==> src/rtl/rnn_fixed_pkg.sv <==
// Shared fixed-point defaults, PLAN sigmoid constants and FSM encoding for the
// cost/accuracy evaluation block.
package rnn_fixed_pkg;

    localparam int QN_DEF       = 6;
    localparam int QM_DEF       = 11;
    localparam int BITWIDTH_DEF = QN_DEF + QM_DEF + 1;

    // PLAN breakpoints and offsets on the default QM grid
    localparam int PLAN_BP_HI   = 10240;  // 5.0
    localparam int PLAN_BP_MID  = 4864;   // 2.375
    localparam int PLAN_BP_LO   = 2048;   // 1.0
    localparam int PLAN_OFF_HI  = 1728;   // 0.84375
    localparam int PLAN_OFF_MID = 1280;   // 0.625
    localparam int PLAN_OFF_LO  = 1024;   // 0.5
    localparam int PLAN_ONE     = 2048;   // 1.0

    typedef enum logic [1:0] {
        ST_IDLE  = 2'd0,
        ST_RUN   = 2'd1,
        ST_DRAIN = 2'd2,
        ST_DONE  = 2'd3
    } state_t;

    // Rescale a default-grid constant onto a QM-fraction grid of another width
    function automatic int plan_q(input int v, input int qm);
        return (qm >= QM_DEF) ? (v << (qm - QM_DEF)) : (v >>> (QM_DEF - qm));
    endfunction

endpackage

==> src/rtl/sigmoid_plan.sv <==
// Combinational piecewise-linear (PLAN) sigmoid on a signed QN.QM input;
// output is unsigned on the QM grid, range [0, 1.0].
module sigmoid_plan
    import rnn_fixed_pkg::*;
#(
    parameter int QN = QN_DEF,
    parameter int QM = QM_DEF
) (
    input  logic signed [QN+QM:0] i_x,
    output logic        [QN+QM:0] o_s
);

    localparam int BW = QN + QM + 1;

    localparam logic [BW-1:0] C_BP_HI    = BW'(plan_q(PLAN_BP_HI, QM));
    localparam logic [BW-1:0] C_BP_MID   = BW'(plan_q(PLAN_BP_MID, QM));
    localparam logic [BW-1:0] C_BP_LO    = BW'(plan_q(PLAN_BP_LO, QM));
    localparam logic [BW-1:0] C_OFF_HI   = BW'(plan_q(PLAN_OFF_HI, QM));
    localparam logic [BW-1:0] C_OFF_MID  = BW'(plan_q(PLAN_OFF_MID, QM));
    localparam logic [BW-1:0] C_OFF_LO   = BW'(plan_q(PLAN_OFF_LO, QM));
    localparam logic [BW-1:0] C_ONE      = BW'(plan_q(PLAN_ONE, QM));
    localparam logic [BW-1:0] C_MOST_NEG = {1'b1, {(BW-1){1'b0}}};

    logic [BW-1:0] w_mag;
    logic [BW-1:0] w_pos;

    always_comb begin
        w_mag = $unsigned(i_x);
        // The most-negative code has no positive twin; pin it into the saturated region
        if (i_x == C_MOST_NEG) begin
            w_mag = {1'b0, {(BW-1){1'b1}}};
        end else if (i_x[BW-1]) begin
            w_mag = $unsigned(-i_x);
        end

        if (w_mag >= C_BP_HI) begin
            w_pos = C_ONE;
        end else if (w_mag >= C_BP_MID) begin
            w_pos = (w_mag >> 5) + C_OFF_HI;
        end else if (w_mag >= C_BP_LO) begin
            w_pos = (w_mag >> 3) + C_OFF_MID;
        end else begin
            w_pos = (w_mag >> 2) + C_OFF_LO;
        end

        o_s = i_x[BW-1] ? (C_ONE - w_pos) : w_pos;
    end

endmodule

==> src/rtl/cost_function_unit.sv <==
// Serial per-channel sigmoid + squared-error cost against binary targets, with
// saturating misclassification/sample statistics and a one-cycle result strobe.
module cost_function_unit
    import rnn_fixed_pkg::*;
#(
    parameter int OUTPUT_SZ    = 1,
    parameter int QN           = QN_DEF,
    parameter int QM           = QM_DEF,
    parameter int BITWIDTH     = QN + QM + 1,
    parameter int CNT_BITWIDTH = 16
) (
    input  logic                          clock,
    input  logic                          reset,
    input  logic                          dataReadyP,
    input  logic [OUTPUT_SZ*BITWIDTH-1:0] networkOutput,
    input  logic [OUTPUT_SZ-1:0]          target,
    input  logic                          clearStats,
    output logic                          newCostFunc,
    output logic [BITWIDTH-1:0]           costFunc,
    output logic [OUTPUT_SZ-1:0]          prediction,
    output logic [CNT_BITWIDTH-1:0]       errorCount,
    output logic [CNT_BITWIDTH-1:0]       sampleCount,
    output logic                          busy,
    output logic                          overrun
);

    localparam int IDX_W = (OUTPUT_SZ > 1) ? $clog2(OUTPUT_SZ) : 1;
    localparam int ACC_W = BITWIDTH + $clog2(OUTPUT_SZ) + 1;
    localparam int SQ_W  = 2 * BITWIDTH + 2;
    localparam int PC_W  = $clog2(OUTPUT_SZ + 1);
    localparam logic [ACC_W-1:0] COST_MAX = ACC_W'((1 << (BITWIDTH - 1)) - 1);
    localparam logic [IDX_W-1:0] IDX_LAST = IDX_W'(OUTPUT_SZ - 1);

    function automatic logic [BITWIDTH-1:0] sat_cost(input logic [ACC_W-1:0] a);
        return (a > COST_MAX) ? COST_MAX[BITWIDTH-1:0] : a[BITWIDTH-1:0];
    endfunction

    function automatic logic [CNT_BITWIDTH-1:0] sat_add(input logic [CNT_BITWIDTH-1:0] a,
                                                        input logic [PC_W-1:0] b);
        logic [CNT_BITWIDTH:0] sum;
        sum = {1'b0, a} + (CNT_BITWIDTH + 1)'(b);
        return sum[CNT_BITWIDTH] ? '1 : sum[CNT_BITWIDTH-1:0];
    endfunction

    function automatic logic [PC_W-1:0] popcount(input logic [OUTPUT_SZ-1:0] v);
        logic [PC_W-1:0] n;
        n = '0;
        for (int i = 0; i < OUTPUT_SZ; i++) n = n + PC_W'(v[i]);
        return n;
    endfunction

    state_t                        r_state;
    logic                          r_drp_q;
    logic [IDX_W-1:0]              r_idx;
    logic                          r_drain;
    logic                          r_vld_p1;
    logic                          r_new;
    logic [BITWIDTH-1:0]           r_cost;
    logic [OUTPUT_SZ-1:0]          r_pred;
    logic [CNT_BITWIDTH-1:0]       r_err;
    logic [CNT_BITWIDTH-1:0]       r_smp;
    logic                          r_busy;
    logic                          r_ovr;

    logic [OUTPUT_SZ*BITWIDTH-1:0] r_x;
    logic [OUTPUT_SZ-1:0]          r_tgt;
    logic [BITWIDTH-1:0]           r_s_p1;
    logic                          r_tgt_p1;
    logic [ACC_W-1:0]              r_acc_p2;

    logic                          w_start;
    logic signed [BITWIDTH-1:0]    w_x_sel;
    logic [BITWIDTH-1:0]           w_sig;
    logic signed [BITWIDTH:0]      w_d;
    logic signed [SQ_W-1:0]        w_dx;
    logic signed [SQ_W-1:0]        w_sq;
    logic [ACC_W-1:0]              w_add;
    logic [OUTPUT_SZ-1:0]          w_pred;

    assign w_start = dataReadyP & ~r_drp_q;
    assign w_x_sel = r_x[r_idx*BITWIDTH +: BITWIDTH];

    always_comb begin
        w_pred = '0;
        for (int c = 0; c < OUTPUT_SZ; c++) w_pred[c] = ~r_x[c*BITWIDTH + BITWIDTH - 1];
    end

    // Stage 0 -> 1: sigmoid of the issued channel
    sigmoid_plan #(.QN(QN), .QM(QM)) u_sigmoid (
        .i_x (w_x_sel),
        .o_s (w_sig)
    );

    // Stage 1 -> 2: squared error, rescaled to the QM grid and accumulated
    assign w_d   = $signed({{(BITWIDTH-QM){1'b0}}, r_tgt_p1, {QM{1'b0}}}) - $signed({1'b0, r_s_p1});
    assign w_dx  = SQ_W'(w_d);
    assign w_sq  = w_dx * w_dx;
    assign w_add = ACC_W'($unsigned(w_sq >>> QM));

    always_ff @(posedge clock) begin
        if (r_state == ST_IDLE && w_start) begin
            r_x      <= networkOutput;
            r_tgt    <= target;
            r_acc_p2 <= '0;
        end
        if (r_state == ST_RUN) begin
            r_s_p1   <= w_sig;
            r_tgt_p1 <= r_tgt[r_idx];
        end
        if (r_vld_p1) r_acc_p2 <= r_acc_p2 + w_add;
    end

    always_ff @(posedge clock or negedge reset) begin
        if (!reset) begin
            r_state  <= ST_IDLE;
            r_drp_q  <= 1'b0;
            r_idx    <= '0;
            r_drain  <= 1'b0;
            r_vld_p1 <= 1'b0;
            r_new    <= 1'b0;
            r_cost   <= '0;
            r_pred   <= '0;
            r_err    <= '0;
            r_smp    <= '0;
            r_busy   <= 1'b0;
            r_ovr    <= 1'b0;
        end else begin
            r_drp_q  <= dataReadyP;
            r_new    <= 1'b0;
            r_vld_p1 <= 1'b0;
            case (r_state)
                ST_IDLE: begin
                    if (w_start) begin
                        r_state <= ST_RUN;
                        r_busy  <= 1'b1;
                        r_idx   <= '0;
                    end
                end
                ST_RUN: begin
                    r_vld_p1 <= 1'b1;
                    if (r_idx == IDX_LAST) begin
                        r_state <= ST_DRAIN;
                        r_drain <= 1'b0;
                    end else begin
                        r_idx <= r_idx + IDX_W'(1);
                    end
                end
                ST_DRAIN: begin
                    // Two cycles: let the last channel clear stage 1 and stage 2
                    r_drain <= 1'b1;
                    if (r_drain) r_state <= ST_DONE;
                end
                ST_DONE: begin
                    r_new   <= 1'b1;
                    r_cost  <= sat_cost(r_acc_p2);
                    r_pred  <= w_pred;
                    r_err   <= sat_add(r_err, popcount(w_pred ^ r_tgt));
                    r_smp   <= sat_add(r_smp, PC_W'(1));
                    r_busy  <= 1'b0;
                    r_state <= ST_IDLE;
                end
                default: r_state <= ST_IDLE;
            endcase
            if (w_start && r_state != ST_IDLE) r_ovr <= 1'b1;
            if (clearStats) begin
                r_err <= '0;
                r_smp <= '0;
                r_ovr <= 1'b0;
            end
        end
    end

    assign newCostFunc = r_new;
    assign costFunc    = r_cost;
    assign prediction  = r_pred;
    assign errorCount  = r_err;
    assign sampleCount = r_smp;
    assign busy        = r_busy;
    assign overrun     = r_ovr;

endmodule

==> config.mk <==
export PLATFORM = sky130hd
export DESIGN_NAME = cost_function_unit
export DESIGN_NICKNAME = d
export VERILOG_FILES = /design/src/rtl/rnn_fixed_pkg.sv /design/src/rtl/sigmoid_plan.sv /design/src/rtl/cost_function_unit.sv
export SDC_FILE = /design/constraint.sdc
export NUM_CORES = 1
export LEC_CHECK = 0
export ABC_AREA = 0
export BUFFER_PORTS_ARGS = -buffer_cell sky130_fd_sc_hd__buf_2
export CORE_UTILIZATION = 50
export DETAILED_ROUTE_END_ITERATION = 12
export PLACE_DENSITY_LB_ADDON = 0.05
export SLEW_MARGIN = 25
export SYNTH_ARGS = -nofsm -noshare
export SYNTH_HDL_FRONTEND = slang
export SYNTH_SLANG_ARGS = --single-unit
==> constraint.sdc <==
create_clock -name clock -period 13.29 [get_ports clock]
set_input_delay 1.329 -clock clock [delete_from_list [all_inputs] [get_ports clock]]
set_output_delay 1.329 -clock clock [all_outputs]
set_load 0.01 [all_outputs]
Word level (Yosys, flattened, before mapping)
Index checks and enable logic that the tools add are counted.
{"block": "totals", "reg_bits": 117, "input_bits": 23, "out_inout_bits": 54, "word_cells": 91}
{"block": "op_classes", "add_sub_neg": 10, "multipliers": 2, "magnitude_cmp": 5, "eq_ne": 7, "n_shift": 1, "mux": 31, "bitwise": 4, "n_reduce_logical": 14}
{"operator": "$mux 18", "count": 7}
{"operator": "$mux 16", "count": 6}
{"operator": "$mux 19", "count": 2}
{"operator": "$mul 19x19->30", "count": 1}
{"operator": "$add 19x19->19", "count": 1}
{"operator": "$gt 19x17->1 const B", "count": 1}
{"operator": "$sub 12x18->19", "count": 1}
{"operator": "$eq 18x18->1 const B", "count": 1}
{"operator": "$ge 18x12->1 const B", "count": 1}
{"operator": "$ge 18x13->1 const B", "count": 1}
{"operator": "$ge 18x14->1 const B", "count": 1}
{"operator": "$neg 18->18", "count": 1}
{"operator": "$shiftx 18x7->18", "count": 1}
{"operator": "$sub 12x18->18 const A", "count": 1}
{"operator": "$add 16x1->17", "count": 1}
{"operator": "$add 16x1->17 const B", "count": 1}
{"operator": "$add 16x11->17 const B", "count": 1}
{"operator": "$add 15x11->16 const B", "count": 1}
{"operator": "$add 13x11->14 const B", "count": 1}
{"operator": "$reduce_bool 2->1", "count": 7}
{"operator": "$mux 1", "count": 9}
{"operator": "$pmux 2 s4", "count": 1}
{"operator": "$mux 2", "count": 3}
{"operator": "$ne 2x2->1 const B", "count": 3}
{"operator": "13 further kinds", "count": 20}

Logic depth before layout (Yosys ltp)
{"block": "depth", "depth_word": 11, "mapped_depth": 44, "mapped_depth_nobuf": 41}

Hierarchy
Synthesis repeated with hierarchy kept, for this count alone.
{"block": "unflattened", "cells_unflattened": 1800, "area_unflattened_um2": 16986.3}
{"module": "cost_function_unit", "n_inst": 1, "cells_each": 1540, "area_each_um2": 15127.0, "seq_area_each_um2": 3188.1}
{"module": "sigmoid_plan", "n_inst": 1, "cells_each": 260, "area_each_um2": 1859.3, "seq_area_each_um2": 0.0}

Worst setup path after synthesis
OpenSTA, ideal clock, no wires.
{"block": "synth_timing", "path_kind": "reg-to-reg", "startpoint": "reg r_s_p1[0]", "endpoint": "reg r_acc_p2[18] (data pin)", "setup_time_ns": 0.255, "arrival_time_ns": 9.404, "required_ns": 13.035, "slack_ns": 3.631, "stages_incl_launch_ff": 37, "path_buffers": 2, "period_less_slack_ns": 9.659, "cell_sequence": "edfxtp_1 clkbuf_1 inv_1 clkbuf_1 ha_1 nand2b_1 nor2b_1 a31oi_1 or2_2 nor4_1 xnor2_1 nand2_1 fa_1 fa_1 inv_1 fa_1 fa_1 fa_1 fa_1 inv_1 fa_1 inv_1 ha_1 a21o_1 a21oi_1 o21ai_0 a211oi_1 a21oi_1 o21a_1 o21a_1 nor2_1 ha_1 or2_2 a21oi_1 a21oi_1 xnor2_1 and2_1"}
{"block": "synth_between", "elab_chain_cells": 4}
{"element": "start: declaration", "line_no": "cost_function_unit.sv:67", "rtl": "logic [BITWIDTH-1:0] r_s_p1;"}
{"element": "start signal: assignment", "line_no": "cost_function_unit.sv:107", "rtl": "r_s_p1 <= w_sig;"}
{"element": "$sub 12x18->19", "line_no": "cost_function_unit.sv:95", "rtl": "assign w_d = $signed({{(BITWIDTH-QM){1'b0}}, r_tgt_p1, {QM{1'b0}}}) - $signed({1'b0, r_s_p1});"}
{"element": "$mul 19x19->30", "line_no": "cost_function_unit.sv:97", "rtl": "assign w_sq = w_dx * w_dx;"}
{"element": "$add 19x19->19", "line_no": "cost_function_unit.sv:110", "rtl": "if (r_vld_p1) r_acc_p2 <= r_acc_p2 + w_add;"}
{"element": "$mux 19", "line_no": "cost_function_unit.sv:110"}
{"element": "end signal: assignment", "line_no": "cost_function_unit.sv:110"}
{"element": "end: declaration", "line_no": "cost_function_unit.sv:69", "rtl": "logic [ACC_W-1:0] r_acc_p2;"}
No other way between the ends.
A chain may end at the register's enable or synchronous reset.

Worst setup path in the final report
{"block": "layout_timing", "startpoint": "reg r_s_p1[0]", "endpoint": "reg r_acc_p2[16] (data pin)"}
The elaborated chain is that of the path after synthesis.

==> summary.md <==
| Metric | Value |
|---|---|
| Final routed DRC violation total | `0` |
| Top Ports | `77` |
| Fraction of layout cells with a size suffix above 1 | `8.57%` |
| Number of flops mapped to enable cells by yosys | `57` |
| Via count of the first global-routing pass | `12400` |
| #FFs+latches synth | `~120` |
| Highest-utilization routing layer at the global route stage | `met2` |
| Post_cts resized | `0` |
| Number of buffers inserted for hold repair after clock tree synthesis | `0` |
| Mean area per synthesized cell | `9.42 um^2` |
| Largest stage delay, worst path | `0.80 ns` |
| Met1 track utilization from global routing | `33.8%` |
| First-pass iteration count of the detailed router | `5` |
| Cell types with the largest area share after synthesis | `fa_1, edfxtp_1, ha_1, dfrtp_1, inv_1` |
| DR vias | `about 12000` |
| FFs w/ async S/R, synth | `50.9%` |
| Wire length per cell | `roughly 17 um` |
| TritonCTS Sinks | `116` |
| Most common cell type on the critical path | `fa_1` |
| Port Buffers | `76` |
| Shortest clock period the worst path allows after layout | `10.59 ns` |
| Remaining Overflow, GRT | `0` |
| Worst hold path depth | `1` |
| Standard cell core area | `32600 um^2` |
| Maximum achievable frequency | `94.4 MHz` |
| Max_cap viols | `0` |
| Combined flip-flop and latch cell area | `3190 um^2` |
| Total wirelength of the detailed-routed design | `37900 um` |
| First-pass GRT wire length | `~64000 um` |
| Run status | `completed` |
| Worst r2r path cells | `40` |
| Endpoint class of the critical path | `flop` |
| Width of the chip | `between 150 and 200 um` |
| Multi-input gate area | `11700 um^2` |
| Worst-skew pair later-pin latency | `0.41 ns` |
| HP Class | `flop to flop` |
| Count of yosys warnings during synthesis | `0` |
| Dominant register cell in the synthesized netlist | `dfrtp_1` |
| Number of setup buffers added after CTS | `0` |
| Weighted congestion reported at the end of routability-driven placement | `around 0.94` |
| Aggregate negative setup slack | `0 ns` |
| Worst path slowest cell | `a211oi_1` |
| Drt initial violations | `683` |
| Cell accounting for the most synthesized area | `fa_1` |
| Count of cell types in the netlist | `80` |
| Number of routed nets with antenna violations | `0` |
| Proportion of synthesized chip area in sequential cells | `a little under a fifth` |
| Via density per instance | `5.25` |
| Vertical die dimension | `roughly 180 um` |
| Final slew viol count | `0` |
| Max-slew headroom at the worst pin | `33.3%` |
| Number of rows in the core area | `66` |
| TritonCTS clock tree | `done` |
| Cell with the most instances after synthesis | `inv_1` |
| CTS root buf | `clkbuf_16` |
| Endpoint required time on the critical path | `~13 ns` |
| Post-synth top cells | `inv_1, fa_1, nor2_1` |
| Area of the mapped netlist | `16600 um^2` |
| Syn_nets | `2184` |
| Worst setup skew after layout | `0.00714 ns` |
| Endpoints failing setup | `0` |
| CP Data Arrival Time | `10.76 ns` |
| Filler Cell Count | `between 3000 and 4000` |
| Hold Fails Final Rpt | `0` |
| H-tree level count | `4` |
| Setup repair after global routing missed its margin | `false` |
| Nets | `2252` |
| Met2 usage | `38.8%` |
| Count of inserted antenna diode cells | `0` |
| Clk pin slew, worst setup/hold paths | `0.05 ns` |
| Met3 usage in global routing | `approximately 4.1%` |
| Antenna violations before repair | `0` |
| Sort of element at the start of the critical path | `flop` |
| Synthesized instance count | `1763` |
| Initial standard-cell utilization of the core | `50.9%` |
| Deepest clock path buffer count | `2` |
| Num CTS Buffers | `17` |
| Area growth from synthesis to final layout | `8.47%` |
| Transition time at the pin with the least slew margin | `0.997 ns` |
| Hold slack final | `0.492 ns` |
| Pin count of the biggest net entering global routing | `61` |
| Worst Path Class, Setup | `flop to flop` |
| Final clock period utilization by the worst path | `79.7%` |
| Area of the die | `34000 um^2` |
| Critical Path Fanout Max | `13` |
| Global-route total usage across every layer | `24.3%` |
| Share of the synthesized area in the top cell type | `31.8%` |
| DP HPWL | `31200 um` |
path summary, 6_finish.rpt:
path	from	end	slack [ns]
setup / recovery	r_s_p1[0]$_DFFE_PP_	r_acc_p2[16]$_SDFFCE_PN0P_	2.70
hold / removal	costFunc[0]$_DFFE_PN0P_	costFunc[0]$_DFFE_PN0P_	0.49
setup reg to reg	r_s_p1[0]$_DFFE_PP_	r_acc_p2[16]$_SDFFCE_PN0P_	2.70
hold reg to reg	costFunc[0]$_DFFE_PN0P_	costFunc[0]$_DFFE_PN0P_	0.49
max in group asynchronous	reset	costFunc[6]$_DFFE_PN0P_	11.72
min in group asynchronous	reset	prediction$_DFFE_PN0P_	1.07
area by class of cell:
class	count	area share, %
Inverter	394	8.21
Timing Repair Buffer	93	2.82
Sequential cell	116	17.7
Multi-Input combinational cell	1209	65.1
Clock inverter	12	0.618
Tap cell	442	3.07
Clock buffer	20	2.53
cells in the final DEF, fill, tap and decap left out, types with 9 or more instances in the layout:
cell / instances
edfxtp_1: 57
buf_4: 17
inv_1: 389
nand2b_1: 15
ha_1: 133
o21ai_0: 47
nor2_1: 146
nand3_1: 34
and3_1: 16
a211oi_1: 26
dfrtp_1: 59
nor3_1: 29
a21oi_1: 54
o22a_1: 18
a31oi_1: 9
fa_1: 264
xor2_1: 23
nand2_1: 137
nor2b_1: 14
buf_2: 76
and2_1: 30
clkbuf_16: 17
o22ai_1: 10
a21o_1: 12
xnor2_1: 65
o21a_1: 9
o31ai_1: 12
per-layer routing:
layer / wire, um / part of all wire (%) / vias up
li1: - / - / 5752
met1: 17200 / 45 / 5896
met2: 17600 / 46 / 293
met3: 2160 / 5.7 / 58
met4: 958 / 2.5 / 0
met5: 0 / 0 / -
metrics by stage:
step,worst slack [ns],instances,instance area [um^2],util [%]
global route,1.95,2286,18000,55.2
global placement,3.09,2254,17400,53.5
finish,2.70,2286,18000,55.2
floorplan,3.63,1763,16600,-
CTS,2.68,2286,18000,55.2
detailed placement,2.74,2254,17400,53.5
flip-flops by register name (all words and copies together) (netlist names):
signal and cells:
r_state 2, r_vld_p1 1, costFunc 18, errorCount 16, r_s_p1 18, sampleCount 16, overrun 1, prediction 1
r_acc_p2 19, r_drain 1, r_x 18, r_tgt_p1 1, r_drp_q 1, newCostFunc 1, busy 1, r_tgt 1
worst max-delay path, delay by kind of cell (launching register included):
family                     cells  cell delay [ns]
AOI/OAI and AO/OA              7             1.92
xor gates and xnor gates       3             0.65
buffers and inverters          6             0.86
adders and majority gates     10             4.16
and+or+nand+nor               14             2.15
DFF                            1             0.60
logic make-up after synthesis:
kind of cell             after synthesis  share of synthesized area [%]
AO/OA/AOI/OAI                        236                           9.58
AND/OR/NAND/NOR                      479                           13.9
flip-flops                           116                           19.2
XOR/XNOR                              88                           4.64
multiplexers                           8                          0.505
adder cells (fa/ha/maj)              398                           41.9
buffers and inverters                438                           10.3
Power is left out: the tool's default activity adds up to more than one toggle a clock period on the data nets, which glitch-free logic cannot reach.
